==> src/rtl/load_seq_pkg.sv <==
// rtl/load_seq_pkg.sv - shared state types and default word counts for the memory load sequencer
package load_seq_pkg;

    localparam int DATA_W_DEF    = 16;
    localparam int CNN_WORDS_DEF = 50704;
    localparam int IMG_WORDS_DEF = 1024;
    localparam int FC_WORDS_DEF  = 11218;
    localparam int CNN_AW_DEF    = 16;
    localparam int FC_AW_DEF     = 14;

    typedef enum logic [1:0] {
        CNN_IDLE,
        LOAD_CNN,
        LOAD_IMG,
        CNN_DONE
    } cnn_state_t;

    typedef enum logic [1:0] {
        FC_IDLE,
        LOAD_FC,
        FC_DONE
    } fc_state_t;

endpackage

==> src/rtl/load_channel.sv <==
// rtl/load_channel.sv - one stream-to-RAM channel: handshake, word counter, registered write port
module load_channel #(
    parameter int COUNT = 8,
    parameter int AW    = 16,
    parameter int DW    = 16,
    parameter int BASE  = 0
) (
    input  logic          clk,
    input  logic          rst,
    input  logic          en,
    input  logic          clear,
    input  logic          valid,
    input  logic [DW-1:0] data,
    output logic          ready,
    output logic          last,
    output logic          we,
    output logic          wlast,
    output logic [AW-1:0] addr,
    output logic [DW-1:0] wdata
);

    localparam logic [AW-1:0] LAST_IDX  = AW'(COUNT - 1);
    localparam logic [AW-1:0] BASE_ADDR = AW'(BASE);

    logic [AW-1:0] count;
    logic          accept;

    assign ready  = en;
    assign accept = en & valid;
    assign last   = accept && (count == LAST_IDX);

    // Counter parks on the final index; the owning FSM drops en on that same accept.
    always_ff @(posedge clk or posedge rst) begin
        if (rst) begin
            count <= '0;
            we    <= 1'b0;
            wlast <= 1'b0;
            addr  <= '0;
            wdata <= '0;
        end else begin
            we    <= accept;
            wlast <= last;
            if (clear) begin
                count <= '0;
            end else if (accept && !last) begin
                count <= count + 1'b1;
            end
            if (accept) begin
                addr  <= BASE_ADDR + count;
                wdata <= data;
            end
        end
    end

endmodule

==> src/rtl/load_sequencer.sv <==
// rtl/load_sequencer.sv - loads CNN weights + image into CNN RAM and FC weights into FC RAM
module load_sequencer
    import load_seq_pkg::*;
#(
    parameter int DATA_W    = DATA_W_DEF,
    parameter int CNN_WORDS = CNN_WORDS_DEF,
    parameter int IMG_WORDS = IMG_WORDS_DEF,
    parameter int FC_WORDS  = FC_WORDS_DEF,
    parameter int CNN_AW    = CNN_AW_DEF,
    parameter int FC_AW     = FC_AW_DEF
) (
    input  logic              clk,
    input  logic              rst,
    input  logic              start,
    input  logic              cnn_valid,
    input  logic [DATA_W-1:0] cnn_data,
    output logic              cnn_ready,
    input  logic              img_valid,
    input  logic [DATA_W-1:0] img_data,
    output logic              img_ready,
    input  logic              fc_valid,
    input  logic [DATA_W-1:0] fc_data,
    output logic              fc_ready,
    output logic              cnn_we,
    output logic [CNN_AW-1:0] cnn_addr,
    output logic [DATA_W-1:0] cnn_wdata,
    output logic              fc_we,
    output logic [FC_AW-1:0]  fc_addr,
    output logic [DATA_W-1:0] fc_wdata,
    output logic              busy,
    output logic              cnn_loaded,
    output logic              img_loaded,
    output logic              fc_loaded,
    output logic              all_loaded
);

    cnn_state_t cnn_state, cnn_state_next;
    fc_state_t  fc_state,  fc_state_next;

    logic              restart;
    logic              w_last, w_we, w_wlast;
    logic              i_last, i_we, i_wlast;
    logic              f_last, f_wlast;
    logic [CNN_AW-1:0] w_addr, i_addr;
    logic [DATA_W-1:0] w_wdata, i_wdata;
    logic              use_img;

    // A new load only begins from a quiescent pair: both idle or both finished.
    assign restart = start &&
                     (((cnn_state == CNN_IDLE) && (fc_state == FC_IDLE)) ||
                      ((cnn_state == CNN_DONE) && (fc_state == FC_DONE)));

    load_channel #(.COUNT(CNN_WORDS), .AW(CNN_AW), .DW(DATA_W), .BASE(0)) u_cnn (
        .clk(clk), .rst(rst), .en(cnn_state == LOAD_CNN), .clear(restart),
        .valid(cnn_valid), .data(cnn_data), .ready(cnn_ready), .last(w_last),
        .we(w_we), .wlast(w_wlast), .addr(w_addr), .wdata(w_wdata)
    );

    load_channel #(.COUNT(IMG_WORDS), .AW(CNN_AW), .DW(DATA_W), .BASE(CNN_WORDS)) u_img (
        .clk(clk), .rst(rst), .en(cnn_state == LOAD_IMG), .clear(restart),
        .valid(img_valid), .data(img_data), .ready(img_ready), .last(i_last),
        .we(i_we), .wlast(i_wlast), .addr(i_addr), .wdata(i_wdata)
    );

    load_channel #(.COUNT(FC_WORDS), .AW(FC_AW), .DW(DATA_W), .BASE(0)) u_fc (
        .clk(clk), .rst(rst), .en(fc_state == LOAD_FC), .clear(restart),
        .valid(fc_valid), .data(fc_data), .ready(fc_ready), .last(f_last),
        .we(fc_we), .wlast(f_wlast), .addr(fc_addr), .wdata(fc_wdata)
    );

    always_ff @(posedge clk or posedge rst) begin
        if (rst) begin
            cnn_state <= CNN_IDLE;
            fc_state  <= FC_IDLE;
        end else begin
            cnn_state <= cnn_state_next;
            fc_state  <= fc_state_next;
        end
    end

    always_comb begin
        cnn_state_next = cnn_state;
        fc_state_next  = fc_state;
        case (cnn_state)
            CNN_IDLE, CNN_DONE: if (restart) cnn_state_next = LOAD_CNN;
            LOAD_CNN:           if (w_last)  cnn_state_next = LOAD_IMG;
            LOAD_IMG:           if (i_last)  cnn_state_next = CNN_DONE;
            default:                         cnn_state_next = CNN_IDLE;
        endcase
        case (fc_state)
            FC_IDLE, FC_DONE:   if (restart) fc_state_next = LOAD_FC;
            LOAD_FC:            if (f_last)  fc_state_next = FC_DONE;
            default:                         fc_state_next = FC_IDLE;
        endcase
    end

    // Port select follows whichever channel wrote last, so addr/wdata hold across idle cycles.
    always_ff @(posedge clk or posedge rst) begin
        if (rst) begin
            use_img    <= 1'b0;
            cnn_loaded <= 1'b0;
            img_loaded <= 1'b0;
            fc_loaded  <= 1'b0;
        end else begin
            if (img_valid && img_ready) begin
                use_img <= 1'b1;
            end else if (cnn_valid && cnn_ready) begin
                use_img <= 1'b0;
            end
            if (restart) begin
                cnn_loaded <= 1'b0;
                img_loaded <= 1'b0;
                fc_loaded  <= 1'b0;
            end else begin
                cnn_loaded <= cnn_loaded | w_wlast;
                img_loaded <= img_loaded | i_wlast;
                fc_loaded  <= fc_loaded  | f_wlast;
            end
        end
    end

    assign cnn_we     = w_we | i_we;
    assign cnn_addr   = use_img ? i_addr  : w_addr;
    assign cnn_wdata  = use_img ? i_wdata : w_wdata;
    assign busy       = (cnn_state == LOAD_CNN) || (cnn_state == LOAD_IMG) || (fc_state == LOAD_FC);
    assign all_loaded = img_loaded & fc_loaded;

endmodule

==> config.mk <==
export PLATFORM = sky130hd
export DESIGN_NAME = load_sequencer
export DESIGN_NICKNAME = d
export VERILOG_FILES = /design/src/rtl/load_seq_pkg.sv /design/src/rtl/load_channel.sv /design/src/rtl/load_sequencer.sv
export SDC_FILE = /design/constraint.sdc
export NUM_CORES = 1
export LEC_CHECK = 0
export ABC_AREA = 1
export CAP_MARGIN = 30
export CORE_MARGIN = 1.5
export CORE_UTILIZATION = 54
export DETAILED_ROUTE_END_ITERATION = 12
export PLACE_DENSITY = 0.83
export SYNTH_ARGS = -nofsm -noshare
export SYNTH_HDL_FRONTEND = slang
export SYNTH_SLANG_ARGS = --single-unit
export TNS_END_PERCENT = 20
==> constraint.sdc <==
create_clock -name clk -period 6.25 [get_ports clk]
set_clock_uncertainty 0.15 [all_clocks]
set_input_delay 1.25 -clock clk [delete_from_list [all_inputs] [get_ports clk]]
set_output_delay 1.25 -clock clk [all_outputs]
set_load 0.03 [all_outputs]
==> results of run 1 <==
-- critical path: stages --
cell and delay (ns):
clkdlybuf4s50_1 0.39, nand2_1 0.65, clkinv_1 0.99, nand2_2 0.37, nand2_4 0.16, inv_4 0.21
o21ai_0 0.11
-- area by class of cell --
type | instances | area (um2)
Fill cell | 1136 | 4260
Multi-Input combinational cell | 701 | 3240
Clock buffer | 20 | 447
Tap cell | 180 | 225
Timing Repair Buffer | 130 | 1300
Clock inverter | 12 | 171
Sequential cell | 154 | 3850
Inverter | 100 | 385
-- synthesized netlist by cell type --
cell and number:
inv_4 2, nand3b_1 1, dfrtp_1 154, buf_8 1, o21ai_2 4, o21ai_1 26, nor3_1 5, nor2_1 61
a31oi_1 4, inv_2 2, inv_1 92, ha_1 9, nand3_2 3, nand2_1 363, buf_6 3, nand2_2 7
nor2_4 2, xor2_1 16, and2_1 1, or2_2 2, clkbuf_1 22, nand3_4 1, o21ai_0 95, nor4_1 1
a21oi_1 4, nor2_2 7, clkinv_1 4, nand2_4 2, nand4_1 26, nand3_1 61, buf_2 12
-- sequential cells by signal (all words and copies together), names as in the netlist, 2 cells and up --
name and count:
cnn_state 2, fc_state 2, u_cnn.addr 16, u_cnn.count 16
u_cnn.wdata 16, u_fc.addr 14, u_fc.count 14, u_fc.wdata 16
u_img.addr 16, u_img.count 16, u_img.wdata 16
-- cell families after synthesis --
logic type,after synthesis,share of synthesized area [%]
flip-flops,154,50.3
AO/OA/AOI/OAI,133,8.95
adder cells (fa/ha/maj),9,1.47
AND/OR/NAND/NOR,543,30.0
buffers and inverters,138,7.46
XOR/XNOR,16,1.83
-- power by group --
group          switching [mW]  leakage, nW  internal, mW
Clock                   0.403        0.296         0.677
Sequential              0.194         2.00          1.28
Combinational            1.10         2.21         0.617
-- path summary, 6_finish.rpt --
path / start / endpoint / slack (ns) / depth (start not counted)
hold reg to reg: u_fc.wlast / fc_loaded / 0.31 / 2
min in group asynchronous: rst / u_fc.wdata[6] / 1.25 / 2
setup reg to reg: cnn_state[1] / u_cnn.count[15] / 2.75 / 8
max in group asynchronous: rst / u_img.count[13] / 3.48 / 3
hold / removal: u_fc.wlast / fc_loaded / 0.31 / 2
setup / recovery: cnn_valid / u_cnn.count[15] / 2.26 / 7
-- layout by cell type, fill, tap and decap left out, drive strengths merged --
master	synthesis	layout
nand2	372	372
dfrtp	154	154
clkdlybuf4s50	0	125
o21ai	125	125
inv	96	97
nor2	70	70
nand3	65	65
nand4	26	26
clkbuf	22	20
xor2	16	16
ha	9	9
clkinv	4	8
nor3	5	5
buf	16	5
a21oi	4	4
a31oi	4	4
bufinv	0	4
clkinvlp	0	3
or2	2	2
nor4	1	1
and2	1	1
nand3b	1	1
-- per-stage QoR --
stage	utilization (%)	setup slack (ns)	cells	instance area, um2
after global routing	69.3	1.93	1297	9620
after floorplan	-	0.700	993	7660
after CTS	69.2	2.27	1296	9600
final	69.3	2.26	1297	9620
after global placement	64.7	1.92	1264	8980
after detailed placement	64.7	1.86	1264	8980
-- routing by layer --
metal / vias to the layer above / global-route usage, %
li1: 3372 / -
met1: 3104 / 35.3
met2: 254 / 40.5
met3: 36 / 6.37
met4: 0 / 11.0
met5: - / 0
==> summary.md, run 1 <==
| Metric | Value |
|---|---|
| Fmax | `251 MHz` |
| Fin. max-slew vios | `0` |
| Hold Slack | `0.308 ns` |
| Min cycle time layout | `3.99 ns` |
| Avg Cell Area, Syn | `7.72 um2` |
| H-tree depth | `4` |
| Tot GR Track Use | `26.1%` |
| Core Rows | `43` |
| Total setup buffers inserted after CTS | `0` |
| CTS tree | `done` |
| Setup_tns | `0 ns` |
| Yosys Warn Count | `0` |
| CP required | `~6.4 ns` |
| Routed len/inst | `between 10 and 15 um` |
| # diodes | `0` |
| CTS Root Cell | `clkbuf_16` |
| Share of the synthesized area in the top cell type | `50.3%` |
| Status | `completed` |
| Nets@finish | `1167` |
| Layout area overhead | `25.6%` |
| Fin crit share | `63.8%` |
| Startpoint types | `input pin` |
| Yosys cell types | `31` |
| Remaining antenna violation count after routing | `0` |
| Total gr overflow | `0` |
| RSZ-0062 raised after global routing | `no` |
| CP Max Fanout | `35` |
| CP Capture Type | `flip-flop` |
| Rel. slew slack | `39.3%` |
| Power per cell area | `roughly 440 nW/um2` |
| Total chip power | `4.27 mW` |
| Worst slew pin tran | `0.905 ns` |
| Final wirelength | `between 15000 and 20000 um` |
| Cell Area, Synth | `7660 um2` |
| Final GP Congestion | `0.884` |
| Largest net degree at the start of global routing | `a little over 100` |
| Peak supply drop | `~0.33 mV` |
| CP Class | `input pin to flip-flop` |
| Hold Vio Cnt, Final | `0` |
| #FFs+latches synth | `~150` |
| Fraction of layout cells with a size suffix above 1 | `6.09%` |
| Seq/Total Area, Yosys | `50.3%` |
| Critical Path AT | `4.14 ns` |
| Num CTS Buffers | `17` |
| Cells after synthesis | `993` |
| Vias in the first global route | `~6500` |
| Top cell type by total area after synthesis | `dfrtp_1` |
| Metal2 WL | `~8500 um` |
| Resized Gates After CTS | `0` |
| Worst-path clk slew | `0.06 ns` |
| Final setup violation count | `0` |
| Io pins | `around 130` |
| Synthesized net count | `1056` |
| Starting Density | `between 50 and 60%` |
| Clock Path Buffers | `2` |
| Post-DP HPWL | `12500 um` |
| Die Span Y | `122 um` |
| Initial antenna violation count | `0` |
| Die X | `122 um` |
| Drc violations | `0` |
| Highest metal used | `met4` |
| Vias/cell | `5.22` |
| Hold Buf Count CTS | `0` |
| Clk_lat worst skew | `0.42 ns` |
| Full die area | `14900 um2` |
| Routed via count | `6766` |
| Core area | `13900 um2` |
| MaxCap Viol Count | `0` |
| Hold Crit Class | `flip-flop to flip-flop` |
| Leakage | `around 4.5 nW` |
| Met3 WL | `1440 um` |
| Synth area leaders | `dfrtp_1, nand2_1, o21ai_0` |
| I/O Buffers | `approximately 130` |
| CTS Sinks | `154` |
| Metal-1 WL | `8280 um` |
| Initial DRC count | `550` |
| Drt pass-1 iters | `5` |
| First-pass GRT wire length | `approximately 31000 um` |
No activity file was read; power rests on OpenSTA's default activity.
==> inputs of run 2 (changes only) <==
==> constraint.sdc (replaced) <==
create_clock -name clk -period 4.02 [get_ports clk]
set_clock_uncertainty 0.15 [all_clocks]
set_input_delay 0.804 -clock clk [delete_from_list [all_inputs] [get_ports clk]]
set_output_delay 0.804 -clock clk [all_outputs]
set_load 0.03 [all_outputs]
==> summary.md, run 2 (synthesis gave the netlist of run 1 again) <==
| Metric | Value |
|---|---|
| Status | `completed` |
| RSZ-0062 raised after global routing | `no` |
| Vias/cell | `roughly 5.2` |
| Nets@finish | `1173` |
| Hold Crit Class | `flip-flop to flip-flop` |
| Vias in the first global route | `about 6300` |
| Met2 usage | `41.4%` |
| Power per cell area | `around 670 nW/um2` |
| Most Crowded Layer GR | `met2` |
| Initial DRC count | `between 500 and 600` |
| Routed len/inst | `14.2 um` |
| GR Util met1 | `a little over a third` |
| R2R depth | `11` |
| Multi-input combinational cell area | `between 3000 and 4000 um2` |
| Fin crit share | `87.9%` |
| Commonest non-fill, non-tap cell in the layout | `nand2_1` |
| I/O Buffers | `125` |
| GR Util met3 | `6.88%` |
| Fmax | `283 MHz` |
| Fraction of layout cells with a size suffix above 1 | `under 10%` |
| Hold Slack | `between 0.3 and 0.4 ns` |
| Hold Buf Count CTS | `0` |
| Final GP Congestion | `0.947` |
| CP required | `roughly 3 ns` |
| Initial antenna violation count | `0` |
| Drt pass-1 iters | `5` |
| Leakage | `4.50 nW` |
| CTS tree | `done` |
| CP Max Fanout | `21` |
| Full die area | `around 15000 um2` |
| Min cycle time layout | `3.53 ns` |
| Worst-path clk slew | `0.06 ns` |
| Tot GR Track Use | `26.2%` |
| Rel. slew slack | `between 50% and 60%` |
| H-tree depth | `4` |
| CTS Root Cell | `clkbuf_16` |
| Post-DP HPWL | `about 13000 um` |
| Core area | `13900 um2` |
| Worst slew pin tran | `0.685 ns` |
| MaxCap Viol Count | `0` |
| Startpoint types | `flip-flop` |
| Largest net degree at the start of global routing | `51` |
| Clock Path Buffers | `2` |
| # diodes | `0` |
| Total setup buffers inserted after CTS | `0` |
| Peak supply drop | `0.479 mV` |
| Setup_tns | `0 ns` |
| Core Rows | `43` |
| Layout Cells excl Fill | `between 1000 and 1500` |
| CTS Sinks | `154` |
| Die X | `122 um` |
| Clk_lat worst skew | `~0.44 ns` |
| Area occupied by registers | `around 3900 um2` |
| Io pins | `between 100 and 150` |
| CP Class | `flip-flop to output port` |
| Final Worst Setup Slack | `slightly below 0.5 ns` |
| Num CTS Buffers | `17` |
| Register-to-register setup slack | `1.63 ns` |
| Starting Density | `a little under three fifths` |
| Hold Vio Cnt, Final | `0` |
| Routed via count | `6805` |
| Die Span Y | `122 um` |
| Placed Cells | `around 1300` |
| FILL cells | `1155` |
| First-pass GRT wire length | `30100 um` |
| CP Capture Type | `output port` |
| Final setup violation count | `0` |
| Remaining antenna violation count after routing | `0` |
| Drc violations | `0` |
| Reg2reg end | `u_img.count[13]` |
| Most frequent cells in the layout | `nand2_1, dfrtp_1, clkdlybuf4s50_1` |
| Fin. max-slew vios | `0` |
| Critical Path AT | `~2.6 ns` |
| Setup crit start | `use_img` |
| Total gr overflow | `0` |
| Resized Gates After CTS | `0` |
| Worst R2R Start | `cnn_state[0]` |
| Dpl ws | `0.972 ns` |
| Critical Path Sink | `cnn_addr[15]` |
| Layout area overhead | `25.6%` |
| Final wirelength | `18500 um` |
run 2: cell count changes in the layout (fill, tap and decap cells not counted), moves of 2 or more:
cell	before	now
bufinv_16	4	0
clkinv_2	4	1
buf_4	4	8
inv_8	0	2
clkinv_4	0	7
buf_12	1	3
run 2: cell type report:
type	count	area share, %
Sequential cell	154	40.1
Multi-Input combinational cell	701	33.6
Timing Repair Buffer	136	14.3
Clock buffer	18	4.46
Inverter	100	3.99
Tap cell	180	2.34
Clock inverter	14	1.25
run 2: worst max-delay path: stages (launching register included):
cell and delay [ns]:
dfrtp_1 0.63, inv_1 0.46, o21ai_0 0.34, clkdlybuf4s50_1 0.71
run 2: power by group:
part	switching, mW	total [mW]	internal (mW)
clock	0.679	1.48	0.802
combinational	1.67	2.63	0.965
sequential	0.335	2.33	1.99
run 2: metrics by stage:
step	total power [mW]	cell area (um2)	utilization [%]
5_1_grt	6.86	9620	69.3
6_report	6.44	9620	69.3
2_1_floorplan	4.00	7660	-
3_3_place_gp	4.91	9050	65.2
4_1_cts	6.48	9600	69.2
3_5_place_dp	4.97	9050	65.2
run 2: worst min-delay path by stage:
stage / startpoint / end / slack [ns] / cells after the start
floorplan: u_fc.wlast / fc_loaded / 0.28 / 2
global placement: u_fc.wlast / fc_loaded / 0.29 / 2
detailed placement: u_img.wlast / img_loaded / 0.30 / 2
CTS: u_fc.wlast / fc_loaded / 0.31 / 2
global route: u_fc.wlast / fc_loaded / 0.33 / 2
finish: u_fc.wlast / fc_loaded / 0.30 / 2
run 2: per-layer routing:
| layer | wire, um | share of wire (%) |
|---|---|---|
| met5 | 0 | 0 |
| met2 | 8490 | 46 |
| met3 | 1400 | 7.6 |
| met4 | 319 | 1.7 |
| met1 | 8280 | 45 |
